File: src/rtl/baud_gen_frac.sv
// Fractional baud/sample tick generator with shift-add period multiplier and boundary-aligned config switch.
// Optional build macro BAUD_GEN_RESYNC_EN adds the resync input for mid-bit phase realignment.
module baud_gen_frac #(
  parameter int unsigned DL_WIDTH   = 16,
  parameter int unsigned PSD_WIDTH  = 4,
  parameter int unsigned FRAC_WIDTH = 4,
  parameter int unsigned OSR_WIDTH  = 5
) (
  input  logic                  clk,
  input  logic                  reset,
  input  logic                  enable,
  input  logic                  cfg_load,
  input  logic [DL_WIDTH-1:0]   dl,
  input  logic [PSD_WIDTH-1:0]  psd,
  input  logic [FRAC_WIDTH-1:0] frac,
  input  logic [OSR_WIDTH-1:0]  osr,
`ifdef BAUD_GEN_RESYNC_EN
  input  logic                  resync,
`endif
  output logic                  cfg_busy,
  output logic                  sample_tick,
  output logic                  baud_tick,
  output logic                  active
);

  localparam int unsigned P_W  = DL_WIDTH + PSD_WIDTH + 1;
  localparam int unsigned M_W  = PSD_WIDTH + 1;
  localparam int unsigned MC_W = $clog2(M_W + 1);
  localparam logic [MC_W-1:0] MUL_DONE = MC_W'(M_W);

  typedef enum logic [1:0] {IDLE, CALC, WAIT_BND, RUN} state_t;

  state_t                state_q, state_d;
  logic [P_W-1:0]        mcand_q, prod_q, p_act_q, scnt_q;
  logic [M_W-1:0]        mplier_q;
  logic [MC_W-1:0]       mul_cnt_q;
  logic [FRAC_WIDTH-1:0] frac_sh_q, frac_act_q, acc_q, acc_sum;
  logic [OSR_WIDTH-1:0]  osr_sh_q, osr_act_q, sidx_q;
  logic                  have_cfg_q, acc_carry;
  logic                  apply, mul_done, run, tick, resync_c;
  logic [P_W-1:0]        dl_eff;
  logic [OSR_WIDTH-1:0]  osr_clamp;

  assign dl_eff    = (dl == '0) ? (P_W'(1) << DL_WIDTH) : P_W'(dl);
  // osr_clamp holds samples-per-bit minus one, so it doubles as the last sample index
  assign osr_clamp = (osr < OSR_WIDTH'(3)) ? OSR_WIDTH'(3) : osr;
  assign mul_done  = (mul_cnt_q == MUL_DONE);
  assign {acc_carry, acc_sum} = {1'b0, acc_q} + {1'b0, frac_act_q};

  assign run = have_cfg_q && enable;

`ifdef BAUD_GEN_RESYNC_EN
  assign resync_c = resync && run && (state_q == RUN) && !apply;
`else
  assign resync_c = 1'b0;
`endif

  assign tick        = run && (scnt_q == '0) && !resync_c;
  assign sample_tick = tick;
  assign baud_tick   = tick && (sidx_q == osr_act_q);
  assign active      = run;
  assign cfg_busy    = (state_q == CALC) || (state_q == WAIT_BND);

  always_ff @(posedge clk or posedge reset) begin
    if (reset) state_q <= IDLE;
    else       state_q <= state_d;
  end

  always_comb begin
    state_d = state_q;
    apply   = 1'b0;
    if (cfg_load) begin
      state_d = CALC;
    end else begin
      case (state_q)
        IDLE: state_d = IDLE;
        CALC: begin
          if (mul_done) begin
            if (!have_cfg_q || !enable) begin
              apply   = 1'b1;
              state_d = RUN;
            end else begin
              state_d = WAIT_BND;
            end
          end
        end
        WAIT_BND: begin
          if (!enable || baud_tick) begin
            apply   = 1'b1;
            state_d = RUN;
          end
        end
        RUN:     state_d = RUN;
        default: state_d = IDLE;
      endcase
    end
  end

  always_ff @(posedge clk or posedge reset) begin
    if (reset) begin
      mcand_q    <= '0;
      prod_q     <= '0;
      mplier_q   <= '0;
      mul_cnt_q  <= '0;
      frac_sh_q  <= '0;
      osr_sh_q   <= '0;
      p_act_q    <= '0;
      frac_act_q <= '0;
      osr_act_q  <= '0;
      have_cfg_q <= 1'b0;
      scnt_q     <= '0;
      acc_q      <= '0;
      sidx_q     <= '0;
    end else begin
      if (cfg_load) begin
        mcand_q   <= dl_eff;
        mplier_q  <= M_W'(psd) + M_W'(1);
        prod_q    <= '0;
        mul_cnt_q <= '0;
        frac_sh_q <= frac;
        osr_sh_q  <= osr_clamp;
      end else if (state_q == CALC && !mul_done) begin
        if (mplier_q[0]) prod_q <= prod_q + mcand_q;
        mcand_q   <= mcand_q << 1;
        mplier_q  <= mplier_q >> 1;
        mul_cnt_q <= mul_cnt_q + 1'b1;
      end

      // Apply overrides the tick update so the old config's final baud tick hands over cleanly
      if (apply) begin
        p_act_q    <= prod_q;
        frac_act_q <= frac_sh_q;
        osr_act_q  <= osr_sh_q;
        have_cfg_q <= 1'b1;
        scnt_q     <= prod_q - 1'b1;
        acc_q      <= '0;
        sidx_q     <= '0;
      end else if (resync_c) begin
        scnt_q <= p_act_q >> 1;
        acc_q  <= '0;
        sidx_q <= '0;
      end else if (!run) begin
        // Held at P so the first tick lands P clocks after enable rises
        scnt_q <= p_act_q;
        acc_q  <= '0;
        sidx_q <= '0;
      end else if (scnt_q == '0) begin
        acc_q  <= acc_sum;
        scnt_q <= acc_carry ? p_act_q : p_act_q - 1'b1;
        sidx_q <= (sidx_q == osr_act_q) ? '0 : sidx_q + 1'b1;
      end else begin
        scnt_q <= scnt_q - 1'b1;
      end
    end
  end

endmodule

File: config.mk
export PLATFORM = sky130hd
export DESIGN_NAME = baud_gen_frac
export DESIGN_NICKNAME = d
export VERILOG_FILES = /design/src/rtl/baud_gen_frac.sv
export SDC_FILE = /design/constraint.sdc
export NUM_CORES = 1
export LEC_CHECK = 0
export BUFFER_PORTS_ARGS = -buffer_cell sky130_fd_sc_hd__buf_4
export CORE_MARGIN = 5
export CORE_UTILIZATION = 55
export CTS_CLUSTER_DIAMETER = 200
export DETAILED_ROUTE_END_ITERATION = 10
export PLACE_DENSITY_LB_ADDON = 0.3
export RECOVER_POWER = 50
export SYNTH_ARGS = -nofsm -noshare
export SYNTH_HDL_FRONTEND = slang
export SYNTH_SLANG_ARGS = --single-unit
File: constraint.sdc
create_clock -name clk -period 5.9 [get_ports clk]
set_input_delay 1.77 -clock clk [delete_from_list [all_inputs] [get_ports clk]]
set_output_delay 1.77 -clock clk [all_outputs]
set_load 0.01 [all_outputs]
# == Word-level counts from Yosys, hierarchy flattened ==
# Index checks and enable logic that the tools add are counted.
# word_totals
inputBits,33
out_inout_bits,4
reg_bits,122
word_cells,80
# classes
n_eq_ne,8
reduce_logical,17
n_addsub,8
n_lt_le_gt_ge,1
mux,32
# op_table
op,count
21-bit two-way mux,9
"21-bit by 1-bit subtractor with 21-bit output, second input constant",3
5-bit two-way mux,7
21-bit adder,1
21-bit zero test,1
17-bit two-way mux,1
16-bit zero test,1
4-bit two-way mux,3
2-bit one-hot mux with 4 select lines,1
2-bit two-way mux,3
3-bit two-way mux,2
"3-bit by 2-bit inequality test with 1-bit output, second input constant",2
"4-bit by 1-bit adder with 5-bit output, second input constant",1
4-bit by 4-bit adder with 5-bit output,1
"5-bit by 1-bit adder with 5-bit output, second input constant",1
5-bit equality test,1
"5-bit by 2-bit < comparator with 1-bit output, second input constant",1
1-bit two-way mux,5
"2-bit equality test, second input constant",2
1-bit logical AND,4
2-bit AND reduction,2
2-bit nonzero test,2
"3-bit by 1-bit adder with 3-bit output, second input constant",1
"3-bit equality test, second input constant",1
other kinds (6),10

# == Depth between registers and ports, before layout ==
# Gate-level depths: netlist (run 1).
# depth
depth_word,8
mapped_depth,10
ltp_nobuf,9

# == Worst setup path before layout (run 1) ==
# Ideal clock, no wire load.
# synth_timing
kind,input -> output
from,input port enable
to,output port baud_tick
required_time_ns,4.130
stages,5
arrival_time_ns,2.784
path_slack_ns,1.346
n_path_buf,2
cell_sequence,nand2_1 -> clkbuf_1 -> clkinv_1 -> clkbuf_1 -> and3_1
# synth_between
elab_chain_cells,3
# synth_rtl
item,line,text
start: declaration,11,"input logic enable,"
1-bit logical AND,50,assign run = have_cfg_q && enable;
named net active,23,output logic active
1-bit logical AND,58,assign tick = run && (scnt_q == '0) && !resync_c;
1-bit logical AND,60,assign baud_tick = tick && (sidx_q == osr_act_q);
end: declaration,22,"output logic baud_tick,"
# The timed path passes the listed nets, and every way through them passes these cells.

# == Worst setup path in the final report (run 1) ==
# layout_timing
from,register scnt_q[0]
to,output port baud_tick
# layout_between
elab_chain_cells,3
# layout_rtl
item,line,text
start: declaration,34,"logic [P_W-1:0] mcand_q, prod_q, p_act_q, scnt_q;"
start signal: assignment,135,scnt_q <= prod_q - 1'b1;
start signal: assignment,139,scnt_q <= p_act_q >> 1;
start signal: assignment,144,scnt_q <= p_act_q;
21-bit zero test,58,
1-bit logical AND,58,
1-bit logical AND,60,
# No other way between the ends.

==> impl_metrics.toml, run 1 <==
[outcome]
status = "finished with violations"
violated_checks = "max-capacitance violations, max-slew violations"

[flow_run]
max_cap_viol_count = 2

[sta]
final.setup_skew_ns = 0.00912
hold_ws_ns = 0.467
rsz0062_at_grt = "false"
final-max-slew-violation-count = 74
post-route-period-util_pct = 78.8
final_period_minus_worst_setup_slack_ns = 4.65
slew_headroom_pct = -21.6
final_hold_viols = 0
setup-violations-final = 0
fin_setup_tns_ns = 0
maxClockFrequency_mhz = 215
worst_slew_pin_slew_ns = 1.82

[clock_network]
cts_tree = "yes"
insertion_delay_ns = 0.42
clk_transition_reported_paths_ns = 0.06
clockRootBuffer = "sky130_fd_sc_hd__clkbuf_16"
post_cts.resized_instances = 0
tritoncts_num_sinks = 122
inserted_clock_buffers = 17
cts_hold_buffers = 0
cts_max_level = 4
cts.repair_timing.setup_buffer_count = 0
max-clock-path-buffers = 2

[critical_path]
crit_path_start = "scnt_q[0]"
criticalPathCategory = "reg -> out"
cp_max_fo = 16
cp_data_required_time_ns = 4.13
crit_arrival_ns = 2.88
startpoint_of_the_most_critical_register_to_register_path = "scnt_q[0]"
worst_r2r_path_depth = 8
timing.rr.end = "scnt_q[0]"
regToRegSetupSlack_ns = 2.31
cp-end-kind = "output port"
worst_setup_path_start_kind = "flop"

[final_layout]
layout.cells.non_filler = 1138
final_cell_utilization_of_the_core_pct = 62.3
drive_above_1_share_pct = 10.9
finish.net_count = 1012
area.growth.synth_to_final_pct = 12.7
num_antenna_cells = 0
nFillCells = 1235

[floorplanning]
floorplan.rows = 44
dieArea_um2 = 16900
i_o_pin_count = 37
core_region_area_um2 = 14400
initial_utilization_pct = 55.3
die-width_um = 130
die_y_um = 130

[global_routing]
overflow_after_grt = 0
pin_count_of_the_biggest_net_entering_global_routing = 68
antenna_violations_before_repair = 0
first_pass_grt_wire_length_um = 32700
first_global_vias = 6504
track_usage_pct = 24.2

[power_and_ir_drop]
sequential_power_share_pct = 28.8
internal_power_mw = 2.75
net-switching-power_mw = 2.06
totalPowerFinal_mw = 4.82
max-vdd-ir-drop_uv = 251
p_sw_share_pct = 42.8
power_frac_clock_pct = 24.4
leakagePower_nw = 4.16
combPwrFrac_pct = 46.8
pwr_density_cell_nw_per_um2 = 538

[min_path]
number_of_cells_on_the_worst_hold_path = 2
worstHoldPathType = "reg -> reg"
hold_path.startpoint = "frac_sh_q[1]"
hold-path-endpoint = "frac_act_q[1]"

[route]
routed_wl_um = 19600
antenna_left = 0
drt_pre_antenna_iters = 6
wl_per_cell_um = 17.2
drt_iter0_markers = 684
vias_per_cell = 6.10
drt_drc_violations_left = 0
routed-via-count = 6937

[logic_synthesis]
ys_async_sr_fraction_pct = 100
yosys_most_used_dff = "sky130_fd_sc_hd__dfrtp_1"
synth.avg_cell_area_um2 = 8.55
synth_cell_types = 74
synthMostInstantiatedCell = "sky130_fd_sc_hd__nand2_1"
synthTopCellsByArea = "sky130_fd_sc_hd__dfrtp_1 38%, sky130_fd_sc_hd__nand2_1 8.1%, sky130_fd_sc_hd__ha_1 5.7%"
synth-seq-cells = 122
synth_common_cells = "171 x sky130_fd_sc_hd__nand2_1, 122 x sky130_fd_sc_hd__dfrtp_1, 69 x sky130_fd_sc_hd__o21ai_0, 61 x sky130_fd_sc_hd__nor2_1, 47 x sky130_fd_sc_hd__a21oi_1"
synth_nets = 1000
synthesis.yosys.warnings = 0
netlist.area_leader.share_pct = 38.4
cell_accounting_for_the_most_synthesized_area = "sky130_fd_sc_hd__dfrtp_1"
synthesis.area_um2 = 7940
synth_seq_area_share_pct = 38.4
postSynthCellCount = 929
synth_edf_count = 0

[place]
dp.cells = 1106
port_buffers = 36
dp.final_hpwl_um = 13700
gp_congestion = 0.915
-- kinds of logic (layout without fill, tap and decap cells) --
logic type,after synthesis,count (layout),share of synthesized area [%]
AO/OA/AOI/OAI,234,234,19.0
XOR/XNOR,50,50,5.51
adder cells (fa/ha/maj),38,38,6.17
multiplexers,28,28,3.67
buffers and inverters,78,103,4.08
flip-flops,122,122,38.4
AND/OR/NAND/NOR,379,379,23.1
-- per-layer routing --
metal / vias up / wire length [um] / track usage, %
met1: 3251 / 9060 / 33.8
met2: 246 / 9040 / 38.2
met4: 0 / 354 / 8.92
met3: 29 / 1150 / 3.68
met5: - / 0 / 0
li1: 3411 / - / -
-- power by group through the flow --
stage | Combinational, mW | Clock (mW) | Sequential, mW
after floorplan | 1.78 | 0 | 1.29
after global placement | 2.19 | 0 | 1.38
after detailed placement | 2.20 | 0 | 1.39
after CTS | 2.23 | 1.19 | 1.38
after global routing | 2.51 | 1.22 | 1.43
final | 2.25 | 1.18 | 1.38
-- worst max-delay path: stages, from the launching register on --
cell,delay (ns)
sky130_fd_sc_hd__dfrtp_1,0.40
sky130_fd_sc_hd__inv_1,0.09
sky130_fd_sc_hd__ha_1,0.16
sky130_fd_sc_hd__or4b_2,0.62
sky130_fd_sc_hd__or3_1,0.44
sky130_fd_sc_hd__nor2_4,0.39
sky130_fd_sc_hd__and3_1,0.23
sky130_fd_sc_hd__buf_4,0.12
-- sequential cells by signal, summed over array words and instances, names as in the netlist --
register and flops:
scnt_q 21, prod_q 21, osr_sh_q 5, frac_act_q 4
sidx_q 5, mul_cnt_q 3, have_cfg_q 1, osr_act_q 5
state_q 2, frac_sh_q 4, acc_q 4, p_act_q 21
mplier_q 5, mcand_q 21
-- through the flow --
step,setup slack (ns),cell area [um2]
6_report,1.25,8950
5_1_grt,1.12,8950
4_1_cts,1.24,8960
3_5_place_dp,1.41,8290
3_3_place_gp,1.43,8290
2_1_floorplan,0.887,7940
-- final cells by class --
cell class                 count  area, um2  area share, %
clock inverter                11        189           2.11
timing repair buffer          44        320           3.58
tap                          184        230           2.57
inverter                      27        103           1.15
sequential                   122       3050           34.1
multi-input combinational    729       4580           51.1
clock buffer                  21        480           5.37
-- layout by cell type, fill, tap and decap left out, types with 7 or more instances in the layout --
cell	n
sky130_fd_sc_hd__nand2_1	171
sky130_fd_sc_hd__dfrtp_1	122
sky130_fd_sc_hd__o21ai_0	69
sky130_fd_sc_hd__nor2_1	61
sky130_fd_sc_hd__a21oi_1	47
sky130_fd_sc_hd__buf_4	40
sky130_fd_sc_hd__ha_1	36
sky130_fd_sc_hd__xor2_1	27
sky130_fd_sc_hd__nor3_1	26
sky130_fd_sc_hd__inv_1	25
sky130_fd_sc_hd__xnor2_1	23
sky130_fd_sc_hd__nand3_1	21
sky130_fd_sc_hd__nor4_1	20
sky130_fd_sc_hd__a21o_1	19
sky130_fd_sc_hd__mux2i_1	19
sky130_fd_sc_hd__clkbuf_16	17
sky130_fd_sc_hd__or4_1	15
sky130_fd_sc_hd__nand4_1	15
sky130_fd_sc_hd__a31oi_1	15
sky130_fd_sc_hd__o211ai_1	14
sky130_fd_sc_hd__or3_1	10
sky130_fd_sc_hd__a211oi_1	9
sky130_fd_sc_hd__mux2_2	9
sky130_fd_sc_hd__and3_1	7
-- worst max path at each step --
stage,endpoint,slack [ns]
3_5_place_dp,active,1.41
4_1_cts,baud_tick,1.24
6_report,baud_tick,1.25
2_1_floorplan,acc_q[0],0.89
5_1_grt,sample_tick,1.12
3_3_place_gp,active,1.43
(Power assumes the default switching activity.)
==> run 2, diff against run 1 <==
ABC_AREA = 1   (was unset)
clock period = 4.7 ns   (was 5.9 ns; I/O delays follow)
==> run 2 against run 1 <==
  * The flow still finishes with violations (max-capacitance violations, max-slew violations)
  * Cell area up 4.3%
  * Clock skew is 0.0022 ns lower
  * Power increased by 40%
  * Utilization is 1.5 points higher
  * Sequential cell count unchanged
  * Sequential share of layout area shrank 1.4 points
  * Synthesized area is 4.2% higher
  * Routed wire length grew 11%
  * Register-to-register slack got worse by 0.53 ns
==> impl_metrics.toml, run 2 <==
[logic_synthesis]
synth_fa_ha_area_share_pct = 5.93
synth_cell_types = 43
synth_edf_count = 0
synthTopCellsByArea = "sky130_fd_sc_hd__dfrtp_1 37%, sky130_fd_sc_hd__nand2_1 16%, sky130_fd_sc_hd__nor2_1 6.6%"
synth_nets = 1266
synthesis.yosys.warnings = 0
synth_common_cells = "349 x sky130_fd_sc_hd__nand2_1, 146 x sky130_fd_sc_hd__nor2_1, 129 x sky130_fd_sc_hd__inv_1, 122 x sky130_fd_sc_hd__dfrtp_1, 98 x sky130_fd_sc_hd__nand3_1"
cell_accounting_for_the_most_synthesized_area = "sky130_fd_sc_hd__dfrtp_1"
synth-seq-cells = 122
synthMostInstantiatedCell = "sky130_fd_sc_hd__nand2_1"
yosys_most_used_dff = "sky130_fd_sc_hd__dfrtp_1"
synth_area_in_compound_gates_pct = 12.8
synthesis.area_um2 = 8280
synth_top_family_by_area = "simple AND/OR/NAND/NOR gates"
ys_async_sr_fraction_pct = 100
netlist.area_leader.share_pct = 36.9
simple_gate_fraction_of_synth_area_pct = 32.8
synth_seq_area_share_pct = 36.9
post_synth_xor_area_fraction_pct = 4.02
yosys-mux-area-fraction_pct = 0
synth.avg_cell_area_um2 = 6.93
postSynthCellCount = 1195

[flow_run]
max_cap_viol_count = 1

[place]
gp_congestion = 1.06
port_buffers = 36
dp.final_hpwl_um = 16200
placement.cell_area_um2 = 8700
dp.cells = 1393

[clock_network]
post_cts.resized_instances = 0
cts_hold_buffers = 0
tritoncts_num_sinks = 122
clockRootBuffer = "sky130_fd_sc_hd__clkbuf_16"
cts.repair_timing.setup_buffer_count = 0
max-clock-path-buffers = 2
insertion_delay_ns = 0.43
cts_tree = "yes"
inserted_clock_buffers = 17
cts_max_level = 4
clk_transition_reported_paths_ns = 0.06

[final_layout]
finish.net_count = 1299
drive_above_1_share_pct = 6.77
final_common_cell = "sky130_fd_sc_hd__nand2_1"
layout.cells.non_filler = 1425
area.growth.synth_to_final_pct = 12.9
final_design_area_no_fill_um2 = 9340
nFillCells = 1322
final_cell_utilization_of_the_core_pct = 63.8
mostFrequentLayoutCells = "349 x sky130_fd_sc_hd__nand2_1, 146 x sky130_fd_sc_hd__nor2_1, 129 x sky130_fd_sc_hd__inv_1, 122 x sky130_fd_sc_hd__dfrtp_1, 98 x sky130_fd_sc_hd__nand3_1"
regArea_um2 = 3050
multiInputGateArea_um2 = 4600
num_antenna_cells = 0

[critical_path]
cp.buffers_inverters = 4
worstPathCellList = "clkbuf_1 > inv_1 > clkbuf_1 > o21ai_1 > inv_1 > o31ai_1"
cp_data_required_time_ns = 5.03
criticalPathCategory = "in -> reg"
path_delay_family = "buffers and inverters"
crit_arrival_ns = 4.17
worst_path_max_delay_cell = "sky130_fd_sc_hd__o21ai_1"
worst_setup_path_start_kind = "input pin"
max_stage_delay_ns = 0.75
cp_max_fo = 25
cp-end-kind = "flop"

[global_routing]
overflow_after_grt = 0
track_usage_pct = 25.3
first_global_vias = 7514
pin_count_of_the_biggest_net_entering_global_routing = 90
antenna_violations_before_repair = 0
first_pass_grt_wire_length_um = 36200

[floorplanning]
i_o_pin_count = 37
die-width_um = 133
initial_utilization_pct = 56.5
dieArea_um2 = 17600
core_region_area_um2 = 14600
floorplan.rows = 44
die_y_um = 133

[power_and_ir_drop]
max-vdd-ir-drop_uv = 323
leakagePower_nw = 4.79
pwr_density_cell_nw_per_um2 = 724

[route]
drt_iter0_markers = 531
drt_pre_antenna_iters = 5
routed-via-count = 7984
routed_wl_um = 21900
drt_drc_violations_left = 0
antenna_left = 0
wl_per_cell_um = 15.3
vias_per_cell = 5.60

[sta]
fin_setup_tns_ns = 0
final-max-slew-violation-count = 64
rsz0062_at_grt = "false"
worst_slew_pin_slew_ns = 2.39
final_period_minus_worst_setup_slack_ns = 3.84
final_hold_viols = 0
post-route-period-util_pct = 81.6
final.setup_skew_ns = 0.00692
slew_headroom_pct = -59.2
setup-violations-final = 0
maxClockFrequency_mhz = 261
hold_ws_ns = 0.463

[outcome]
violated_checks = "max-capacitance violations, max-slew violations"
status = "finished with violations"

[min_path]
worstHoldPathType = "reg -> reg"
## run 2: cell count changes after synthesis, sizes merged, moves of 16 or more
| cell | before | now |
|---|---|---|
| nand2 | 172 | 352 |
| inv | 26 | 130 |
| nor2 | 62 | 152 |
| nand3 | 21 | 99 |
| o21ai | 69 | 97 |
| o22ai | 2 | 26 |
| clkbuf | 36 | 17 |
| mux2i | 19 | 0 |
| nor3 | 27 | 10 |
| or4 | 17 | 0 |
| a21o | 19 | 3 |
| nor4 | 22 | 6 |
## run 2: cell families (layout without fill, tap and decap cells)
kind of cell | count (synthesis) | in the layout
xor+xnor | 38 | 38
compound gates | 189 | 189
buf+inv | 160 | 206
simple gates | 648 | 648
fa+ha+maj | 38 | 38
flops | 122 | 122
## run 2: tightest hold or removal path, stage by stage, from the launching register on
cell and delay (ns):
sky130_fd_sc_hd__dfrtp_1 0.34, sky130_fd_sc_hd__inv_1 0.04, sky130_fd_sc_hd__nand2_1 0.05
## run 2: through the flow
stage | power (mW) | worst slack, ns
3_5_place_dp | 5.25 | 1.05
6_report | 6.76 | 0.864
4_1_cts | 6.72 | 1.04
3_3_place_gp | 5.19 | 1.06
5_1_grt | 7.35 | 0.630
2_1_floorplan | 4.43 | 0.0475
## run 2: power by group
group | leakage (nW) | switching [mW] | internal, mW
combinational | 2.91 | 2.39 | 1.25
clock | 0.294 | 0.510 | 0.918
sequential | 1.59 | 0.340 | 1.34
total | 4.79 | 3.24 | 3.51
## run 2: worst paths after layout
path | from | endpoint | slack (ns) | depth (start not counted)
min reg2reg | have_cfg_q | have_cfg_q | 0.46 | 2
max in group asynchronous | reset | prod_q[1] | 1.50 | 2
min in group asynchronous | reset | mplier_q[3] | 1.80 | 2
min | have_cfg_q | have_cfg_q | 0.46 | 2
max | cfg_load | prod_q[6] | 0.86 | 6
max reg2reg | frac_act_q[0] | scnt_q[13] | 1.78 | 14
## run 2: final cells by class
type	instances	share of cell area, %
inverter	132	5.31
timing repair buffer	42	3.43
tap	184	2.47
clock buffer	19	4.85
sequential	122	32.7
clock inverter	13	2.05
multi-input combinational	913	49.2
## run 2: routing by layer
layer	global-route usage, %	vias up	wire, um
met1	32.8	3688	9780
li1	-	4004	-
met3	4.10	54	1070
met5	0	-	0
met2	41.9	238	10400
met4	11.5	0	659
==> run 3, diff against run 2 <==
ABC_AREA = 0   (was 1)
clock period = 3.5 ns   (was 4.7 ns; I/O delays follow)
==> run 3 against run 2 <==
  * The run ends with max-capacitance violations left
  * Clock skew is essentially flat
  * Routed wire length shrank 8.9%
  * Sequential share of layout area grew 1.2 points
  * Cell area shrank 3.4%
  * Global-route usage shrank 0.62 points
  * Die area shrank 3.7%
  * First-iteration DRC count shrank 9.2%
  * Critical path type is now reg -> out
  * Largest cell class unchanged
  * Largest power group unchanged
==> impl_metrics.toml, run 3 (synthesized netlist as in run 1, its figures left out) <==
[sta]
final-max-slew-violation-count = 0
final.setup_skew_ns = 0.00643
slew_headroom_pct = 0.216
maxClockFrequency_mhz = 296
post-route-period-util_pct = 96.6
rsz0062_at_grt = "false"
fin_setup_tns_ns = 0
setup-violations-final = 0
worst_slew_pin_slew_ns = 1.50
final_hold_viols = 0
final_period_minus_worst_setup_slack_ns = 3.38

[global_routing]
grt_util_met2_pct = 38.1
track_usage_pct = 24.7
grt_met3_usage_pct = 5.65
first_pass_grt_wire_length_um = 33400
first_global_vias = 6743
grt-busiest-layer = "met2"
antenna_violations_before_repair = 0
grt.met1_usage_pct = 34.5
pin_count_of_the_biggest_net_entering_global_routing = 47
overflow_after_grt = 0

[critical_path]
cp.buffers_inverters = 2
worst_path_max_delay_cell = "sky130_fd_sc_hd__or4b_4"
timing.rr.end = "scnt_q[19]"
criticalPathCategory = "reg -> out"
max_stage_delay_ns = 0.48
cp_data_required_time_ns = 2.45
cp_max_fo = 4
worstPathCellList = "inv_1 > ha_1 > or4b_4 > or3_4 > nor2_4 > and3_1 > buf_4"
startpoint_of_the_most_critical_register_to_register_path = "frac_act_q[0]"
regToRegSetupSlack_ns = 0.48
cp-end-kind = "output port"
worst_setup_path_start_kind = "flop"
worst_r2r_path_depth = 8
crit_arrival_ns = 2.33
path_delay_family = "simple AND/OR/NAND/NOR gates"

[final_layout]
layout.cells.non_filler = 1158
num_antenna_cells = 0
mostFrequentLayoutCells = "171 x sky130_fd_sc_hd__nand2_1, 122 x sky130_fd_sc_hd__dfrtp_1, 69 x sky130_fd_sc_hd__o21ai_0, 60 x sky130_fd_sc_hd__nor2_1, 57 x sky130_fd_sc_hd__buf_4"
drive_above_1_share_pct = 12.6
area.growth.synth_to_final_pct = 13.5
final_design_area_no_fill_um2 = 9020
finish.net_count = 1032
final_common_cell = "sky130_fd_sc_hd__nand2_1"

[route]
vias_per_cell = 6.15
routed_wl_um = 19900
wl_per_cell_um = 17.2
drt_drc_violations_left = 0
drt_pre_antenna_iters = 5
antenna_left = 0
drt_iter0_markers = 482
routed-via-count = 7124

[clock_network]
cts_max_level = 4
inserted_clock_buffers = 17
tritoncts_num_sinks = 122
max-clock-path-buffers = 2
insertion_delay_ns = 0.41
cts_tree = "yes"
clk_transition_reported_paths_ns = 0.06
clockRootBuffer = "sky130_fd_sc_hd__clkbuf_16"

[floorplanning]
floorplan.rows = 44
i_o_pin_count = 37
dieArea_um2 = 16900
core_region_area_um2 = 14400
die-width_um = 130
initial_utilization_pct = 55.3
die_y_um = 130

[power_and_ir_drop]
totalPowerFinal_mw = 8.00
max-vdd-ir-drop_uv = 538
leakagePower_nw = 4.22
pwr_density_cell_nw_per_um2 = 887

[place]
dp.cells = 1122
placement.cell_area_um2 = 8450
port_buffers = 36
gp_congestion = 0.925
dp.final_hpwl_um = 14400

[outcome]
status = "finished with violations"
violated_checks = "max-capacitance violations"

[min_path]
hold-path-endpoint = "frac_act_q[3]"
number_of_cells_on_the_worst_hold_path = 2
hold_path.startpoint = "frac_sh_q[3]"
worstHoldPathType = "reg -> reg"

[flow_run]
max_cap_viol_count = 1
## run 3: changes by cell type in the layout (fill, tap and decap cells not counted), moves of 15 or more
cell | previous run | this run
sky130_fd_sc_hd__a21o_1 | 3 | 19
sky130_fd_sc_hd__buf_4 | 38 | 57
sky130_fd_sc_hd__inv_1 | 129 | 25
sky130_fd_sc_hd__o22ai_1 | 26 | 2
sky130_fd_sc_hd__or4_1 | 0 | 15
sky130_fd_sc_hd__nor3_1 | 10 | 26
sky130_fd_sc_hd__mux2i_1 | 0 | 19
sky130_fd_sc_hd__nand3_1 | 98 | 21
sky130_fd_sc_hd__nor2_1 | 146 | 60
sky130_fd_sc_hd__o21ai_1 | 34 | 0
sky130_fd_sc_hd__nand2_1 | 349 | 171
## run 3: report_power, final
| part | internal [mW] | leakage [nW] | total, mW | switching (mW) |
|---|---|---|---|---|
| clock | 1.06 | 0.282 | 1.69 | 0.633 |
| sequential | 1.82 | 1.60 | 2.33 | 0.509 |
| combinational | 1.58 | 2.34 | 3.97 | 2.40 |
| total | 4.46 | 4.22 | 8.00 | 3.54 |
## run 3: layer usage
metal  part of all wire [%]  wire [um]
met3                    7.0       1390
met4                    2.2        433
met1                     45       9010
met5                      0          0
met2                     46       9090
## run 3: final cells by class
cell class / instances / area, um2
Tap cell: 184 / 230
Inverter: 27 / 103
Clock buffer: 19 / 443
Fill cell: 1224 / 5350
Clock inverter: 13 / 128
Sequential cell: 122 / 3050
Multi-Input combinational cell: 729 / 4590
Timing Repair Buffer: 64 / 475
## run 3: metrics by stage
stage,utilization [%],setup WS [ns],hold slack (ns)
6_report,62.8,0.121,0.462
5_1_grt,62.8,0.0269,0.486
4_1_cts,62.9,0.0155,0.465
3_5_place_dp,58.8,0.315,0.453
3_3_place_gp,58.8,0.343,0.448
2_1_floorplan,-,0.273,0.435
## run 3: repair_timing
action,CTS,global route
hold buffers,0,0
gates resized for setup,2,1
setup endpoints to repair,2,2
pin swaps,1,2
setup buffers,1,3
## run 3: how the worst max path moves through the flow
stage / start / to / slack (ns) / cells past startpoint
final: scnt_q[0] / baud_tick / 0.12 / 7
after global routing: scnt_q[4] / sample_tick / 0.03 / 5
after CTS: scnt_q[5] / baud_tick / 0.02 / 5
after detailed placement: scnt_q[0] / baud_tick / 0.32 / 7
after global placement: scnt_q[0] / baud_tick / 0.34 / 7
after floorplan: scnt_q[0] / baud_tick / 0.27 / 7
## run 3: tightest hold or removal path, cell delays in order (launching register included)
cell                      delay [ns]
sky130_fd_sc_hd__dfrtp_1        0.34
sky130_fd_sc_hd__nand2_1        0.05
sky130_fd_sc_hd__nand2_1        0.05
